`config.mk`:
```
export PLATFORM = sky130hd
export DESIGN_NAME = write_ptr
export DESIGN_NICKNAME = d
export VERILOG_FILES = /design/src/rtl/write_ptr.sv
export SDC_FILE = /design/constraint.sdc
export NUM_CORES = 1
export LEC_CHECK = 0
export CAP_MARGIN = 20
export CORE_ASPECT_RATIO = 0.7
export CORE_MARGIN = 2
export CORE_UTILIZATION = 35
export DETAILED_ROUTE_END_ITERATION = 10
export PLACE_DENSITY = 0.64
export SLEW_MARGIN = 5
export SYNTH_ARGS = -nofsm -noshare
export SYNTH_HDL_FRONTEND = slang
export SYNTH_SLANG_ARGS = --single-unit
```
`constraint.sdc`:
```
create_clock -name clk_i -period 4.2 [get_ports clk_i]
set_clock_uncertainty 0.1 [all_clocks]
set_input_delay 1.26 -clock clk_i [delete_from_list [all_inputs] [get_ports clk_i]]
set_output_delay 1.26 -clock clk_i [all_outputs]
set_load 0.02 [all_outputs]
```
`src/rtl/write_ptr.sv`:
```
// Write-side pointer and flag controller of a dual-clock FIFO.
// Owns the binary/Gray write pointer and derives full, almost-full, level and overflow from the synchronised read pointer.
module write_ptr #(
  parameter int unsigned ADDR_SIZE = 8,
  parameter int unsigned AF_THRESH = 2**ADDR_SIZE - 4
) (
  input  logic                 clk_i,
  input  logic                 rst_i,
  input  logic [ADDR_SIZE:0]   rd_ptr_i,
  input  logic                 inc_i,
  input  logic                 clr_ovf_i,
  output logic [ADDR_SIZE:0]   ptr_o,
  output logic [ADDR_SIZE-1:0] addr_o,
  output logic                 we_o,
  output logic                 fifo_full_o,
  output logic                 almost_full_o,
  output logic [ADDR_SIZE:0]   level_o,
  output logic                 overflow_o
);

  localparam int unsigned PW = ADDR_SIZE + 1;
  localparam logic [PW-1:0] AF_LVL = PW'(AF_THRESH);

  logic [PW-1:0] r_bin_cnt;
  logic [PW-1:0] r_gray_cnt;
  logic [PW-1:0] r_rq1;
  logic [PW-1:0] r_rq2;
  logic          r_overflow;

  logic [PW-1:0] w_bin_n;
  logic [PW-1:0] w_gray_n;
  logic [PW-1:0] w_rbin;
  logic [PW-1:0] w_full_cmp;
  logic          w_full;
  logic          w_accept;
  logic          w_reject;
  logic [PW-1:0] w_level;

  function automatic logic [PW-1:0] gray2bin(input logic [PW-1:0] g);
    logic [PW-1:0] b;
    b = g;
    for (int i = PW - 2; i >= 0; i--) begin
      b[i] = b[i+1] ^ g[i];
    end
    return b;
  endfunction

  // Full when the write pointer is exactly one lap ahead of the synchronised read pointer.
  assign w_full_cmp = {~r_rq2[ADDR_SIZE:ADDR_SIZE-1], r_rq2[ADDR_SIZE-2:0]};
  assign w_full     = (r_gray_cnt == w_full_cmp);
  assign w_accept   = inc_i & ~w_full;
  assign w_reject   = inc_i & w_full;

  assign w_bin_n  = r_bin_cnt + PW'(w_accept);
  assign w_gray_n = (w_bin_n >> 1) ^ w_bin_n;

  // Level uses the stale read pointer, so it can only over-report occupancy.
  assign w_rbin  = gray2bin(r_rq2);
  assign w_level = r_bin_cnt - w_rbin;

  // Pointer state, two-flop read-pointer synchroniser and sticky overflow.
  always_ff @(posedge clk_i or negedge rst_i) begin
    if (!rst_i) begin
      r_bin_cnt  <= '0;
      r_gray_cnt <= '0;
      r_rq1      <= '0;
      r_rq2      <= '0;
      r_overflow <= 1'b0;
    end else begin
      r_bin_cnt  <= w_bin_n;
      r_gray_cnt <= w_gray_n;
      r_rq1      <= rd_ptr_i;
      r_rq2      <= r_rq1;
      if (w_reject) begin
        r_overflow <= 1'b1;
      end else if (clr_ovf_i) begin
        r_overflow <= 1'b0;
      end
    end
  end

  assign ptr_o         = r_gray_cnt;
  assign addr_o        = r_bin_cnt[ADDR_SIZE-1:0];
  assign we_o          = w_accept;
  assign fifo_full_o   = w_full;
  assign level_o       = w_level;
  assign almost_full_o = (w_level >= AF_LVL);
  assign overflow_o    = r_overflow;

endmodule

```
==> reports/results.ini <==
[logic_synthesis]
synth_top_cells_by_area=dfrtp_1 (52%), xnor2_1 (10%), xor2_1 (9.1%), ha_1 (7.2%), inv_1 (2.6%)
synthCells=137
yosys.area.top_type=dfrtp_1
netlist_area_mm2=0.00173
avgSynthCellArea_um2=12.6
synth_top_cell_area_share_pct=52.2
ys_warn_count=0
yosys.cell_types.count=26
synth-seq-cells=36
ys_seq_area_share_pct=52.2
synth_nets=161

[critical_path]
critPathKind=flip-flop to output port
path_max_fanout=3
slowest_delay_ns=0.44
cp_data_arrival_time_ns=3.57
startpoint_type=flip-flop
required_ns=2.84
crit_slowest_cell=dfrtp_2
crit_path_end_kind=output port
crit_chain=xnor2_4, xor2_4, xor2_2, xnor2_2, xor2_2, xnor2_1, ha_2, inv_2, fa_2, a21o_1, a21oi_2, o21ai_2, a31oi_2, xnor2_2, a41o_1, buf_6

[clock_tree]
cts.reportedPaths.clkPinSlew_ns=0.07
clk_latency_ns=0.28
cts_max_level=2
clk_path_buf_depth=2
ctsRootBufferMaster=clkbuf_8
cts_tree=yes
clkSinkCount=36
numCtsBuffers=5

[placed_design]
gp_congestion=0.796
place_hpwl_mm=2.82
place_inst=269
port_buffers=42

[timing]
final_hold_viol_count=0
worst_slack_ns=-0.726
period_minus_slack_ns=4.93
maxSlewHeadroom_pct=70.1
whs_ns=0.238
max_slew.worst_pin.slew_ns=0.445
report.final.setup_viol=8
max_freq_mhz=203
period_share_pct=117
slew_violations=0
rsz0062_at_grt=yes

[grt]
overflow=0
grt_max_degree=25
grt_first_pass_wirelength_mm=5.95
grt.total_usage_pct=14.6
grt_pass1_vias=1311
antenna_found_initial=0

[die]
fp.dieH_um=62.8
die_w_um=88.0
num_rows=21
start_util_pct=36.3
io_pins=43
die_area_mm2=0.00552
core_mm2=0.00476

[final_layout]
n_antenna_cell=0
final_cell_mix=dfrtp_1 (35), buf_4 (33), clkdlybuf4s50_1 (32)
areaGrowthSynthToFinish_pct=53.8
fin_util_pct=55.8
instances_no_fill=285
drive_gt1_share_pct=31.9
final_common_cell=dfrtp_1
layout.nets=241

[route]
drt_iter0_drc=27
wirelength_mm=3.82
vias=1219
via_per_inst=4.28
drc_errors=0
first_pass_iters=4
avgRoutedWirePerCell_um=13.4
antenna_left=0

[power_and_ir_drop]
p_leak_uw=0.00123
vdd_ir_drop_max_v=0.000299
powerDensity_mw_per_mm2=836

[job]
drv_cap=0

[worst_hold_path]
hold_path.class=flip-flop to flip-flop

[status]
violations=negative setup slack
outcome=complete, but fails checks

## through the flow
step / power, uW / setup WS (ns) / TNS, ns / area (um2)
after floorplan: 1260 / -0.522 / -0.943 / 1760
after global placement: 1830 / -0.822 / -4.20 / 2420
after detailed placement: 1850 / -0.966 / -5.34 / 2420
after CTS: 2120 / -0.760 / -3.48 / 2560
after global routing: 2360 / -0.922 / -5.19 / 2660
final: 2220 / -0.726 / -3.76 / 2660
## where the power goes
part / internal [uW] / switching (uW) / total [uW] / leakage [uW]
Clock: 110 / 107 / 217 / 0.0000371
Combinational: 763 / 727 / 1490 / 0.000754
Sequential: 425 / 86.9 / 512 / 0.000436
Total: 1300 / 921 / 2220 / 0.00123
## final cells by class
class	count	area, um2
fill	398	2100
sequential	36	902
multi-input combinational	89	873
timing repair buffer	73	676
tap	69	86.3
clock buffer	6	72.6
inverter	12	45.0
## cells in the mapped netlist
cell type and n:
nand2b_1 2, fa_1 1, xor2_4 1, a31oi_1 2, nor3_1 2, xor2_2 2, nand3_1 3, xnor2_2 1
o21bai_1 1, nor2b_1 2, a21o_1 1, a21oi_1 4, xor2_1 18, nand4_1 4, inv_1 12, ha_1 10
o21a_1 1, and3_1 2, xnor2_4 1, xnor2_1 20, nand2_1 2, dfrtp_1 36, and2_1 1, a41o_1 1
nor2_1 2, o21ai_0 5
## worst paths after layout
kind	slack [ns]	end	depth (start not counted)	from
worst max-delay path	-0.73	almost_full_o	16	r_rq2[7]
worst min-delay path	0.24	r_rq2[7]	0	r_rq1[7]
worst max register to register	1.42	ptr_o[5]	9	r_rq2[8]
worst min register to register	0.24	r_rq2[7]	0	r_rq1[7]
max in group asynchronous	2.32	r_rq1[3]	3	rst_i
min in group asynchronous	1.12	r_bin_cnt[6]	1	rst_i
## worst max-delay path, delay by kind of cell, from the launching register on
family	cells	cell delay (ns)
xor gates and xnor gates	7	1.22
buffers and inverters	2	0.17
AOI/OAI and AO/OA	5	0.90
DFF	1	0.44
adders and majority gates	2	0.53
## flip-flops by register name, summed over array words and instances, names as in the netlist
name,count
r_rq1,9
ptr_o,8
r_rq2,9
r_bin_cnt,9
overflow_o,1
## routing by layer
metal | part of all wire (%) | vias to the layer above | wire (um) | track usage [%]
li1 | - | 603 | - | -
met4 | 1.2 | 0 | 45 | 5.19
met3 | 4.9 | 4 | 186 | 4.76
met1 | 45 | 581 | 1720 | 17.9
met5 | 0 | - | 0 | 0
met2 | 49 | 31 | 1860 | 24.1
## what timing repair did
| item | 4_1_cts | 5_1_grt |
|---|---|---|
| hold endpoints to repair | 0 | 0 |
| pin swaps | 9 | 12 |
| hold buffers | 0 | 0 |
| buffers inserted | 6 | 3 |
| endpoints found under the setup margin | 10 | 10 |
| gates resized for setup | 56 | 11 |
## logic make-up (layout without fill, tap and decap cells)
kind of cell / count (synthesis) / after routing / share of synthesized area (%)
XOR/XNOR: 43 / 43 / 25.3
flip-flops: 36 / 36 / 52.2
AND/OR/NAND/NOR: 20 / 20 / 6.30
AO/OA/AOI/OAI: 15 / 15 / 5.22
buffers and inverters: 12 / 91 / 2.61
adder cells (fa/ha/maj): 11 / 11 / 8.41
No activity file was read; power rests on OpenSTA's default activity.
